`src/rtl/enc_pkg.sv`:
```
// Shared definitions for the iterative Feistel cipher.
//   state_e  : controller states IDLE -> RUN -> DONE
//   cnt_w()  : round-counter width, $clog2(rounds) but never below 1 bit
//   STATS_W  : width of the optional completed-block counter
package enc_pkg;

  typedef enum logic [1:0] {IDLE, RUN, DONE} state_e;

  localparam int CNT_W_MIN = 1;
  localparam int STATS_W   = 16;

  function automatic int cnt_w(input int rounds);
    return ($clog2(rounds) > CNT_W_MIN) ? $clog2(rounds) : CNT_W_MIN;
  endfunction

endpackage

```
`src/rtl/enc_round_f.sv`:
```
// Feistel round function F(X, K), purely combinational.
//   x_i [WIDTH/2] : half-block operand
//   k_i [WIDTH]   : round key
//   f_o [WIDTH/2] : F result
// The half block is expanded to full width (upper half = X rotated left by
// one, lower half = X bit-reversed), keyed by XOR, and the two halves are
// summed together with key bit 0; the carry out is dropped.
module enc_round_f #(
  parameter int WIDTH = 8
) (
  input  logic [WIDTH/2-1:0] x_i,
  input  logic [WIDTH-1:0]   k_i,
  output logic [WIDTH/2-1:0] f_o
);
  localparam int H = WIDTH / 2;

  logic [WIDTH-1:0] e;
  logic [WIDTH-1:0] t;

  always_comb begin
    e = '0;
    e[WIDTH-1:H] = {x_i[H-2:0], x_i[H-1]};
    for (int i = 0; i < H; i++) e[i] = x_i[H-1-i];
    t = e ^ k_i;
  end

  assign f_o = t[WIDTH-1:H] + t[H-1:0] + {{(H-1){1'b0}}, k_i[0]};

endmodule

```
`src/rtl/iter_feistel_cipher.sv`:
```
// Iterative Feistel block cipher, one round per clock.
// Ports:
//   clock, reset          : rising-edge clock, synchronous active-high reset
//   in_valid / in_ready   : input handshake; a block is taken when both high
//   in_data, in_key       : block and key, sampled only at accept
//   in_decrypt            : 0 = encrypt, 1 = decrypt (sampled at accept)
//   out_valid / out_ready : output handshake; out_data held while waiting
//   out_data              : result block
//   blk_count             : completed-block count, saturating (only when
//                           ENC_STATS_EN is defined)
// Optional feature macro: ENC_STATS_EN.
// One block is in flight at a time. After the final round one extra edge
// copies {L,R} into out_data, so out_valid rises ROUNDS+1 edges after accept.
module iter_feistel_cipher
  import enc_pkg::*;
#(
  parameter int WIDTH  = 8,
  parameter int ROUNDS = 4
) (
  input  logic             clock,
  input  logic             reset,
  input  logic             in_valid,
  output logic             in_ready,
  input  logic [WIDTH-1:0] in_data,
  input  logic [WIDTH-1:0] in_key,
  input  logic             in_decrypt,
  output logic             out_valid,
  input  logic             out_ready,
  output logic [WIDTH-1:0] out_data
`ifdef ENC_STATS_EN
  ,
  output logic [STATS_W-1:0] blk_count
`endif
);
  localparam int H  = WIDTH / 2;
  localparam int CW = cnt_w(ROUNDS);
  localparam logic [CW-1:0] LAST = CW'(ROUNDS - 1);

  state_e           state_q, state_d;
  logic [CW-1:0]    cnt_q, cnt_d;
  logic             fin_q, fin_d;   // all rounds applied, output load pending
  logic [H-1:0]     l_q, l_d;
  logic [H-1:0]     r_q, r_d;
  logic [WIDTH-1:0] key_q, key_d;
  logic             dec_q, dec_d;
  logic [WIDTH-1:0] out_q, out_d;

  // Round key: block key rotated left by (round index mod WIDTH).
  int unsigned        sh;
  logic [2*WIDTH-1:0] kk;
  logic [WIDTH-1:0]   rk;
  logic [H-1:0]       f_x;
  logic [H-1:0]       f;
  logic               last_rnd;

  always_comb begin
    sh = int'(cnt_q) % WIDTH;
    kk = {key_q, key_q} << sh;
    rk = kk[2*WIDTH-1:WIDTH];
  end

  // Single F instance: encrypt feeds R, decrypt feeds L.
  assign f_x = dec_q ? l_q : r_q;

  enc_round_f #(.WIDTH(WIDTH)) u_f (
    .x_i (f_x),
    .k_i (rk),
    .f_o (f)
  );

  // Encrypt counts up to ROUNDS-1, decrypt counts down to 0.
  assign last_rnd = dec_q ? (cnt_q == '0) : (cnt_q == LAST);

  always_comb begin
    state_d = state_q;
    cnt_d   = cnt_q;
    fin_d   = fin_q;
    l_d     = l_q;
    r_d     = r_q;
    key_d   = key_q;
    dec_d   = dec_q;
    out_d   = out_q;
    unique case (state_q)
      IDLE: begin
        if (in_valid) begin
          l_d     = in_data[WIDTH-1:H];
          r_d     = in_data[H-1:0];
          key_d   = in_key;
          dec_d   = in_decrypt;
          cnt_d   = in_decrypt ? LAST : '0;
          fin_d   = 1'b0;
          state_d = RUN;
        end
      end
      RUN: begin
        if (!fin_q) begin
          if (dec_q) begin
            l_d = r_q ^ f;
            r_d = l_q;
          end else begin
            l_d = r_q;
            r_d = l_q ^ f;
          end
          if (last_rnd)   fin_d = 1'b1;
          else if (dec_q) cnt_d = cnt_q - CW'(1);
          else            cnt_d = cnt_q + CW'(1);
        end else begin
          out_d   = {l_q, r_q};
          fin_d   = 1'b0;
          state_d = DONE;
        end
      end
      DONE: begin
        if (out_ready) state_d = IDLE;
      end
      default: state_d = IDLE;
    endcase
  end

  always_ff @(posedge clock) begin
    if (reset) begin
      state_q <= IDLE;
      cnt_q   <= '0;
      fin_q   <= 1'b0;
      l_q     <= '0;
      r_q     <= '0;
      key_q   <= '0;
      dec_q   <= 1'b0;
      out_q   <= '0;
    end else begin
      state_q <= state_d;
      cnt_q   <= cnt_d;
      fin_q   <= fin_d;
      l_q     <= l_d;
      r_q     <= r_d;
      key_q   <= key_d;
      dec_q   <= dec_d;
      out_q   <= out_d;
    end
  end

  assign in_ready  = (state_q == IDLE);
  assign out_valid = (state_q == DONE);
  assign out_data  = out_q;

`ifdef ENC_STATS_EN
  logic [STATS_W-1:0] blk_cnt_q;

  always_ff @(posedge clock) begin
    if (reset)
      blk_cnt_q <= '0;
    else if (out_valid && out_ready && (blk_cnt_q != '1))
      blk_cnt_q <= blk_cnt_q + STATS_W'(1);
  end

  assign blk_count = blk_cnt_q;
`endif

endmodule

```
`config.mk`:
```
export PLATFORM = sky130hd
export DESIGN_NAME = iter_feistel_cipher
export DESIGN_NICKNAME = d
export VERILOG_FILES = /design/src/rtl/enc_pkg.sv /design/src/rtl/enc_round_f.sv /design/src/rtl/iter_feistel_cipher.sv
export SDC_FILE = /design/constraint.sdc
export NUM_CORES = 1
export LEC_CHECK = 0
export CORE_UTILIZATION = 40
export CTS_CLUSTER_SIZE = 16
export DETAILED_ROUTE_END_ITERATION = 12
export SYNTH_ARGS = -nofsm -noshare
export SYNTH_HDL_FRONTEND = slang
export SYNTH_SLANG_ARGS = --single-unit
```
`constraint.sdc`:
```
create_clock -name clock -period 3.49 [get_ports clock]
set_input_delay 0.349 -clock clock [delete_from_list [all_inputs] [get_ports clock]]
set_output_delay 0.349 -clock clock [all_outputs]
set_load 0.01 [all_outputs]
```
==> impl_metrics.yaml, run 1 <==
status:
  status: "completed"
timing:
  rsz0062_at_grt: "no"
  max-slew-margin-rel_pct: 59.7
  max_freq_mhz: 344
  final_hold_viol_count: 0
  period_needed_ps: 2910
  setup_violations: 0
  tns_ps: 0
  period_share_pct: 83.2
  worst_clock_skew_ps: 12.1
  slew_violations: 0
  fin_ws_ps: 585
  worstMarginPinSlew_ps: 602
power:
  vdd_ir_drop_max_mv: 0.280
  p_leak_nw: 0.758
  p_per_area_nw_per_um2: 456
placed_design:
  pre_cts_slack_ps: 604
  io_buffers: 30
  gp_congestion: 0.765
  post-dp-hpwl_um: 2830
  placed_area_um2: 2080
cells_and_area:
  nFillCells: 411
  drive_gt1_share_pct: 6.56
  register_area_um2: 601
  diodes: 0
  final_area_um2: 2160
  area_growth_pct: 22.1
  fin_nets: 268
  multi_input_area_um2: 1090
clocking:
  cts_setup_buffers: 0
  clk_latency_ps: 290
  cts_root_buffer: "clkbuf_8"
  clockBufferDepth: 2
  cts.sink_count: 30
  cts.repair.resized: 0
  cts_tree: "yes"
  postCtsHoldBufs: 0
  cts_buffers: 5
  htreeDepth: 2
  clk_pin_slew_worst_paths_ps: 70
grt:
  grt_max_degree: 27
  track_usage_pct: 20.0
  antenna_found_initial: 0
  grt_pass1_wl_um: 6880
  grt_overflow_total: 0
  grt_pass1_vias: 1449
worst_setup_path:
  cp_slowest_stage_delay_ps: 710
  rrSetupSlack_ps: 580
  critPathLaunchType: "register"
  startpoint: "cnt_q[1]"
  reg2regPathDepth: 9
  path_class: "register to register"
  path_cells: "mux2_4, mux4_2, fa_1, xnor2_1, nand2_1, xor2_1, a211oi_1, a21oi_1, nor2_1"
  cp.required_ps: 3700
  cp_slowest_cell: "dfxtp_1"
  crit_fanout: 15
  worstPathArrival_ps: 3120
  r2r-start: "cnt_q[1]"
  r2r-end: "l_q[2]"
  cp-end-kind: "register"
route:
  vias: 1548
  wl_um: 3960
  dr.first_iter.drc_count: 72
  vias_per_cell: 5.27
  wl_per_cell_um: 13.5
  drcViolationCount: 0
  postRouteAntennaNets: 0
  drtPass1Iterations: 4
synth:
  yosysUniqueCellTypes: 30
  synth_compound_area_share_pct: 19.4
  ys_ff_latch: 30
  yosys_warnings: 0
  synth_adder_area_share_pct: 2.54
  yosys.area_share.simple_pct: 18.7
  synth_xor_area_share_pct: 7.92
  ys_seq_area_share_pct: 33.9
  synth_top_family_by_area: "compound AO/OA/AOI/OAI gates"
  syn_inst: 220
  synth_area_um2: 1770
  syn_avg_cell_area_um2: 8.05
  muxShareOfSynthArea_pct: 13.0
  syn-num-nets: 244
floorplanning:
  start_util_pct: 43.0
  io_pins: 31
  fp.dieH_um: 68.5
  core-area_um2: 4120
  num_rows: 23
  design.die.area_um2: 4700
  dieWidth_um: 68.5
min_path:
  hp-start: "out_data[2]"
  min_path_type: "register to register"
  hold_path_end: "out_data[2]"
  worst_hold_path.num_cells: 2
run:
  maxCapViolCount: 0
per-layer routing:
metal,vias to the layer above,global-route usage (%),wire length [um]
met5,-,0,0
met4,0,7.03,59
met3,7,4.61,131
met2,24,29.2,1620
met1,709,28.4,2150
li1,808,-,-
power by group:
group          internal, W  leakage [nW]  total (W)  switching [W]
Sequential        0.000366         0.246   0.000412      0.0000459
Combinational     0.000158         0.469   0.000311       0.000153
Clock             0.000133        0.0438   0.000263       0.000130
per-stage QoR:
step           hold slack (ps)  power [W]  utilization [%]  std cells
2_1_floorplan              471   0.000660                -        220
3_3_place_gp               449   0.000730             50.6        287
3_5_place_dp               450   0.000729             50.6        287
4_1_cts                    460   0.000994             52.5        294
5_1_grt                    472    0.00106             52.5        294
6_report                   457   0.000986             52.5        294
cells in the final DEF, fill, tap and decap left out, types with 5 or more instances in the layout:
cell             Yosys  routed
a211oi_1             8       8
a21oi_1             31      31
clkbuf_8             0       5
clkdlybuf4s50_1      0      30
dfxtp_1             30      30
mux2i_1             11      11
nand2_1             25      25
nand2b_1             5       5
nand3_1              8       8
nor2_1              24      24
nor2b_1              7       7
o21ai_0             13      13
xnor2_1             14      14
Yosys cell counts:
cell,number,area (um2)
xnor2_1,14,123
o21ai_2,1,8.76
ha_1,2,25.0
buf_1,1,3.75
a21oi_1,31,155
a211oi_1,8,60.1
nor2b_1,7,43.8
a211o_1,2,17.5
clkbuf_1,12,45.0
fa_1,1,20.0
buf_6,1,11.3
nor2_1,24,90.1
inv_1,4,15.0
o31a_1,1,8.76
a21o_1,1,7.51
o21ai_0,13,65.1
xor2_1,2,17.5
nand2_1,25,93.8
nand2b_1,5,31.3
or3_1,2,12.5
o22ai_1,1,6.26
buf_2,1,5.00
nand3_1,8,40.0
a31oi_1,1,6.26
dfxtp_1,30,601
nor3_1,4,20.0
mux2i_1,11,110
o21a_1,1,7.51
mux2_4,2,30.0
mux4_2,4,90.1
cell families (layout without fill, tap and decap cells):
kind of cell	Yosys count	count (layout)
adders and majority gates	3	3
DFF	30	30
muxes	17	17
and+or+nand+nor	75	75
xor gates and xnor gates	16	16
AOI/OAI and AO/OA	60	60
buffers and inverters	19	43
critical path: cells and delay by family (launching register included):
kind	cells	cell delay, ps
compound gates	2	290
xor+xnor	2	390
fa+ha+maj	1	390
flops	1	710
mux	2	860
simple gates	2	190
final cells by class:
type	count	area share, %
Clock buffer	5	3.18
Clock inverter	2	0.463
Inverter	4	0.694
Multi-Input combinational cell	171	50.4
Sequential cell	30	27.8
Tap cell	50	2.89
Timing Repair Buffer	32	14.6
sequential cells by signal, summed over array words and instances (netlist names):
name and flops:
r_q 4, state_q 2, dec_q 1, out_data 8, l_q 4, fin_q 1
key_q 8, cnt_q 2
how the worst max path moves through the flow:
stage,end,slack [ps],depth (start not counted)
floorplan,l_q[3],820,9
finish,l_q[2],580,9
CTS,l_q[2],580,9
global route,l_q[2],330,12
detailed placement,l_q[2],600,9
global placement,l_q[2],650,9
No activity file was read; power rests on OpenSTA's default activity.
==> inputs of run 2 (changes only) <==
- clock period: 3.49 -> 2.95 ns (I/O delays scaled with it)
==> impl_metrics.yaml, run 2 (same netlist as run 1, synthesis figures left out) <==
power:
  sw_frac_of_total_pct: 32.6
  p_per_area_nw_per_um2: 548
  p_seq_share_pct: 38.9
  p_leak_nw: 0.794
  p_int_w: 0.000819
  vdd_ir_drop_max_mv: 0.340
  clockPowerShare_pct: 28.4
  p_comb_share_pct: 32.7
  p_switching_w: 0.000397
  power_w: 0.00122
timing:
  worst_clock_skew_ps: 8.12
  period_share_pct: 88.7
  final_hold_viol_count: 0
  slew_violations: 0
  setup_violations: 0
  tns_ps: 0
  max-slew-margin-rel_pct: 60.2
  period_needed_ps: 2620
  max_freq_mhz: 382
  worstMarginPinSlew_ps: 595
  rsz0062_at_grt: "no"
  fin_ws_ps: 333
placed_design:
  pre_cts_slack_ps: 202
  post-dp-hpwl_um: 2930
  io_buffers: 30
  placed_cells: 293
  gp_congestion: 0.854
cells_and_area:
  mostFrequentLayoutCells: "a21oi_1, clkdlybuf4s50_1, dfxtp_1"
  final_common_cell: "a21oi_1"
  instances_no_fill: 301
  nFillCells: 425
  fin_nets: 274
  register_area_um2: 602
  drive_gt1_share_pct: 9.16
  diodes: 0
  area_growth_pct: 25.4
  multi_input_area_um2: 1090
worst_setup_path:
  crit_fanout: 11
  path_class: "register to register"
  r2r-start: "cnt_q[1]"
  rrSetupSlack_ps: 330
  cp_slowest_cell: "mux4_2"
  critPathLaunchType: "register"
  cp.required_ps: 3180
  cp-end-kind: "register"
  cp_slowest_stage_delay_ps: 500
  reg2regPathDepth: 9
  path_cells: "mux2_4, mux4_2, fa_1, xnor2_1, nand2_1, xor2_1, a211oi_1, a21oi_1, nor2_1"
  r2r-end: "l_q[2]"
  worstPathArrival_ps: 2850
clocking:
  cts_buffers: 5
  cts.sink_count: 30
  clockBufferDepth: 2
  cts_tree: "yes"
  clk_latency_ps: 280
  clk_pin_slew_worst_paths_ps: 70
  cts_root_buffer: "clkbuf_8"
  htreeDepth: 2
  cts_setup_buffers: 0
route:
  drcViolationCount: 0
  drtPass1Iterations: 4
  vias_per_cell: 5.31
  dr.first_iter.drc_count: 77
  wl_um: 4090
  postRouteAntennaNets: 0
  wl_per_cell_um: 13.6
  vias: 1597
grt:
  grt_overflow_total: 0
  track_usage_pct: 20.0
  antenna_found_initial: 0
  grt_max_degree: 27
  grt_pass1_vias: 1465
  grt_pass1_wl_um: 6830
floorplanning:
  start_util_pct: 43.0
  dieWidth_um: 68.5
  num_rows: 23
  fp.dieH_um: 68.5
  core-area_um2: 4120
  io_pins: 31
  design.die.area_um2: 4700
run:
  maxCapViolCount: 0
min_path:
  min_path_type: "register to register"
  hold_path_end: "out_data[6]"
  worst_hold_path.num_cells: 2
  hp-start: "out_data[6]"
status:
  status: "completed"
-- run 2: cell count changes in the layout (fill, tap and decap cells not counted), sizes merged --
cell	before	now
buf	2	8
clkbuf	5	7
clkinv	2	1
-- run 2: metal layers --
layer / routed length [um] / track usage (%) / vias to the layer above
li1: - / - / 821
met1: 2170 / 27.3 / 744
met2: 1710 / 29.9 / 26
met3: 141 / 4.44 / 6
met4: 68 / 9.38 / 0
met5: 0 / 0 / -
-- run 2: layout make-up --
type | count | share of cell area, %
sequential | 30 | 27.1
inverter | 4 | 0.676
timing repair buffer | 38 | 16.2
clock inverter | 1 | 0.225
tap | 50 | 2.82
clock buffer | 7 | 3.89
multi-input combinational | 171 | 49.1
-- run 2: worst max path at each step --
stage / start / to / cells after the start
final: cnt_q[1] / l_q[2] / 9
after floorplan: cnt_q[0] / l_q[3] / 9
after global routing: cnt_q[1] / l_q[2] / 12
after global placement: cnt_q[1] / l_q[2] / 9
after detailed placement: cnt_q[1] / l_q[2] / 9
after CTS: cnt_q[1] / l_q[2] / 9
-- run 2: what timing repair did --
item | CTS | global route
setup endpoints to repair | 0 | 2
resized for setup | 0 | 1
hold buffers | 0 | 0
-- run 2: power by group through the flow --
| stage | Sequential [W] | Clock [W] | Combinational, W |
|---|---|---|---|
| 6_report | 0.000474 | 0.000345 | 0.000398 |
| 5_1_grt | 0.000477 | 0.000372 | 0.000452 |
| 4_1_cts | 0.000472 | 0.000357 | 0.000400 |
| 3_5_place_dp | 0.000482 | 0 | 0.000397 |
| 3_3_place_gp | 0.000482 | 0 | 0.000396 |
| 2_1_floorplan | 0.000466 | 0 | 0.000315 |
-- run 2: through the flow --
stage | util [%] | instance area (um2) | hold slack (ps)
2_1_floorplan | - | 1770 | 431
3_3_place_gp | 51.7 | 2130 | 448
3_5_place_dp | 51.7 | 2130 | 449
4_1_cts | 53.9 | 2220 | 459
5_1_grt | 54.0 | 2220 | 476
6_report | 54.0 | 2220 | 455
-- run 2: critical path: cells and delay by family, from the launching register on --
family | cells | cell delay (ps)
multiplexers | 2 | 840
flip-flops | 1 | 470
adder cells (fa/ha/maj) | 1 | 390
XOR/XNOR | 2 | 390
AO/OA/AOI/OAI | 2 | 300
AND/OR/NAND/NOR | 2 | 180
==> inputs of run 3 (changes only) <==
- CORE_UTILIZATION: 40 -> 47
- PLACE_DENSITY: unset -> 0.75
- clock period: 2.95 -> 2.2 ns (I/O delays scaled with it)
==> impl_metrics.yaml, run 3 (same netlist as run 1, synthesis figures left out) <==
worst_setup_path:
  cp_slowest_cell: "mux4_2"
  cp_slowest_stage_delay_ps: 500
  cp-end-kind: "register"
  cp.required_ps: 2430
  rrSetupSlack_ps: -270
  critPathLaunchType: "register"
  crit_buf_inv: 0
  r2r-end: "l_q[2]"
  crit_fanout: 6
  reg2regPathDepth: 9
  path_class: "register to register"
  worstPathArrival_ps: 2700
  r2r-start: "cnt_q[1]"
  path_cells: "mux2_4, mux4_2, fa_2, xnor2_2, nand2_1, xor2_1, a211oi_1, a21oi_1, nor2_1"
  cp_top_family: "multiplexers"
power:
  p_leak_nw: 0.940
  vdd_ir_drop_max_mv: 0.543
  p_comb_share_pct: 40.8
  p_per_area_nw_per_um2: 766
  p_switching_w: 0.000649
  sw_frac_of_total_pct: 33.6
  p_seq_share_pct: 31.9
  clockPowerShare_pct: 27.3
  p_int_w: 0.00128
run:
  maxCapViolCount: 0
route:
  vias: 1764
  wl_per_cell_um: 14.2
  wl_um: 4550
  dr.first_iter.drc_count: 121
  drcViolationCount: 0
  vias_per_cell: 5.51
  drtPass1Iterations: 4
  postRouteAntennaNets: 0
cells_and_area:
  nFillCells: 257
  final_area_um2: 2520
  area_growth_pct: 42.3
  drive_gt1_share_pct: 24.1
  instances_no_fill: 320
  fin_nets: 297
  diodes: 0
  mostFrequentLayoutCells: "clkdlybuf4s50_1, buf_4, a21oi_1, dfxtp_1, nand2_1"
clocking:
  clk_latency_ps: 290
  cts_buffers: 5
  clk_pin_slew_worst_paths_ps: 70
  clockBufferDepth: 2
  cts_root_buffer: "clkbuf_8"
  cts_tree: "yes"
  cts.sink_count: 30
  htreeDepth: 2
timing:
  worstMarginPinSlew_ps: 505
  period_share_pct: 112
  setup_violations: 6
  max-slew-margin-rel_pct: 66.3
  rsz0062_at_grt: "yes"
  period_needed_ps: 2470
  worst_clock_skew_ps: 3.07
  fin_ws_ps: -272
  final_hold_viol_count: 0
  max_freq_mhz: 404
  slew_violations: 0
  hold_ws_ps: 454
min_path:
  worst_hold_path.num_cells: 2
  min_path_type: "register to register"
  hold_path_end: "out_data[2]"
  hp-start: "out_data[2]"
placed_design:
  io_buffers: 30
  post-dp-hpwl_um: 3020
  gp_congestion: 0.811
  placed_cells: 311
  placed_area_um2: 2310
floorplanning:
  start_util_pct: 51.0
  num_rows: 21
  core-area_um2: 3470
  fp.dieH_um: 63.4
  design.die.area_um2: 4020
  io_pins: 31
  dieWidth_um: 63.4
grt:
  grt_pass1_wl_um: 7580
  antenna_found_initial: 0
  track_usage_pct: 24.2
  grt_overflow_total: 0
  grt_pass1_vias: 1707
  grt_max_degree: 24
status:
  violations: "negative setup slack"
  status: "complete, but fails checks"
## run 3: layout make-up
cell class              count  area [um2]  area share [%]
clock inverters             2        15.0           0.596
well taps                  46        57.6            2.28
clock buffers               6        93.8            3.72
inverters                   4        15.0           0.596
flip-flops and latches     30         609            24.2
multi-input cells         171        1190            47.3
repair buffers             61         537            21.3
## run 3: repair_timing
| action | 4_1_cts | 5_1_grt |
|---|---|---|
| endpoints found under the setup margin | 6 | 6 |
| gates resized for setup | 4 | 14 |
| hold buffers | 0 | 0 |
| buffers inserted | 1 | 1 |
| pin swaps | 5 | 11 |
## run 3: layer usage
| metal | up-vias | track usage [%] | wire, um |
|---|---|---|---|
| li1 | 867 | - | - |
| met1 | 823 | 31.7 | 2070 |
| met2 | 64 | 36.6 | 2100 |
| met3 | 10 | 5.07 | 277 |
| met4 | 0 | 13.6 | 106 |
| met5 | - | 0 | 0 |
## run 3: worst min-delay path, delay by kind of cell (launching register included)
family | cells | cell delay (ps)
flops | 1 | 310
simple gates | 1 | 50
compound gates | 1 | 50
## run 3: metrics by stage
| step | TNS (ps) | setup slack, ps | utilization (%) | power (W) |
|---|---|---|---|---|
| detailed placement | -823 | -187 | 66.6 | 0.00130 |
| global route | -2070 | -421 | 72.7 | 0.00204 |
| finish | -1360 | -272 | 72.7 | 0.00193 |
| floorplan | -799 | -174 | - | 0.00109 |
| global placement | -634 | -156 | 66.6 | 0.00128 |
| CTS | -782 | -173 | 70.4 | 0.00185 |
## run 3: worst max path at each step
stage	start	endpoint	slack (ps)	cells past startpoint
after floorplan	cnt_q[0]	l_q[3]	-170	9
after global placement	cnt_q[1]	l_q[2]	-160	9
after detailed placement	cnt_q[1]	l_q[2]	-190	9
after CTS	cnt_q[1]	l_q[1]	-170	8
after global routing	cnt_q[1]	l_q[2]	-420	12
final	cnt_q[1]	l_q[2]	-270	9
## run 3: power by group through the flow
stage	Clock, W	Combinational (W)	Sequential, W
3_5_place_dp	0	0.000671	0.000625
2_1_floorplan	0	0.000461	0.000626
6_report	0.000527	0.000788	0.000615
5_1_grt	0.000561	0.000855	0.000620
4_1_cts	0.000535	0.000701	0.000614
3_3_place_gp	0	0.000661	0.000623
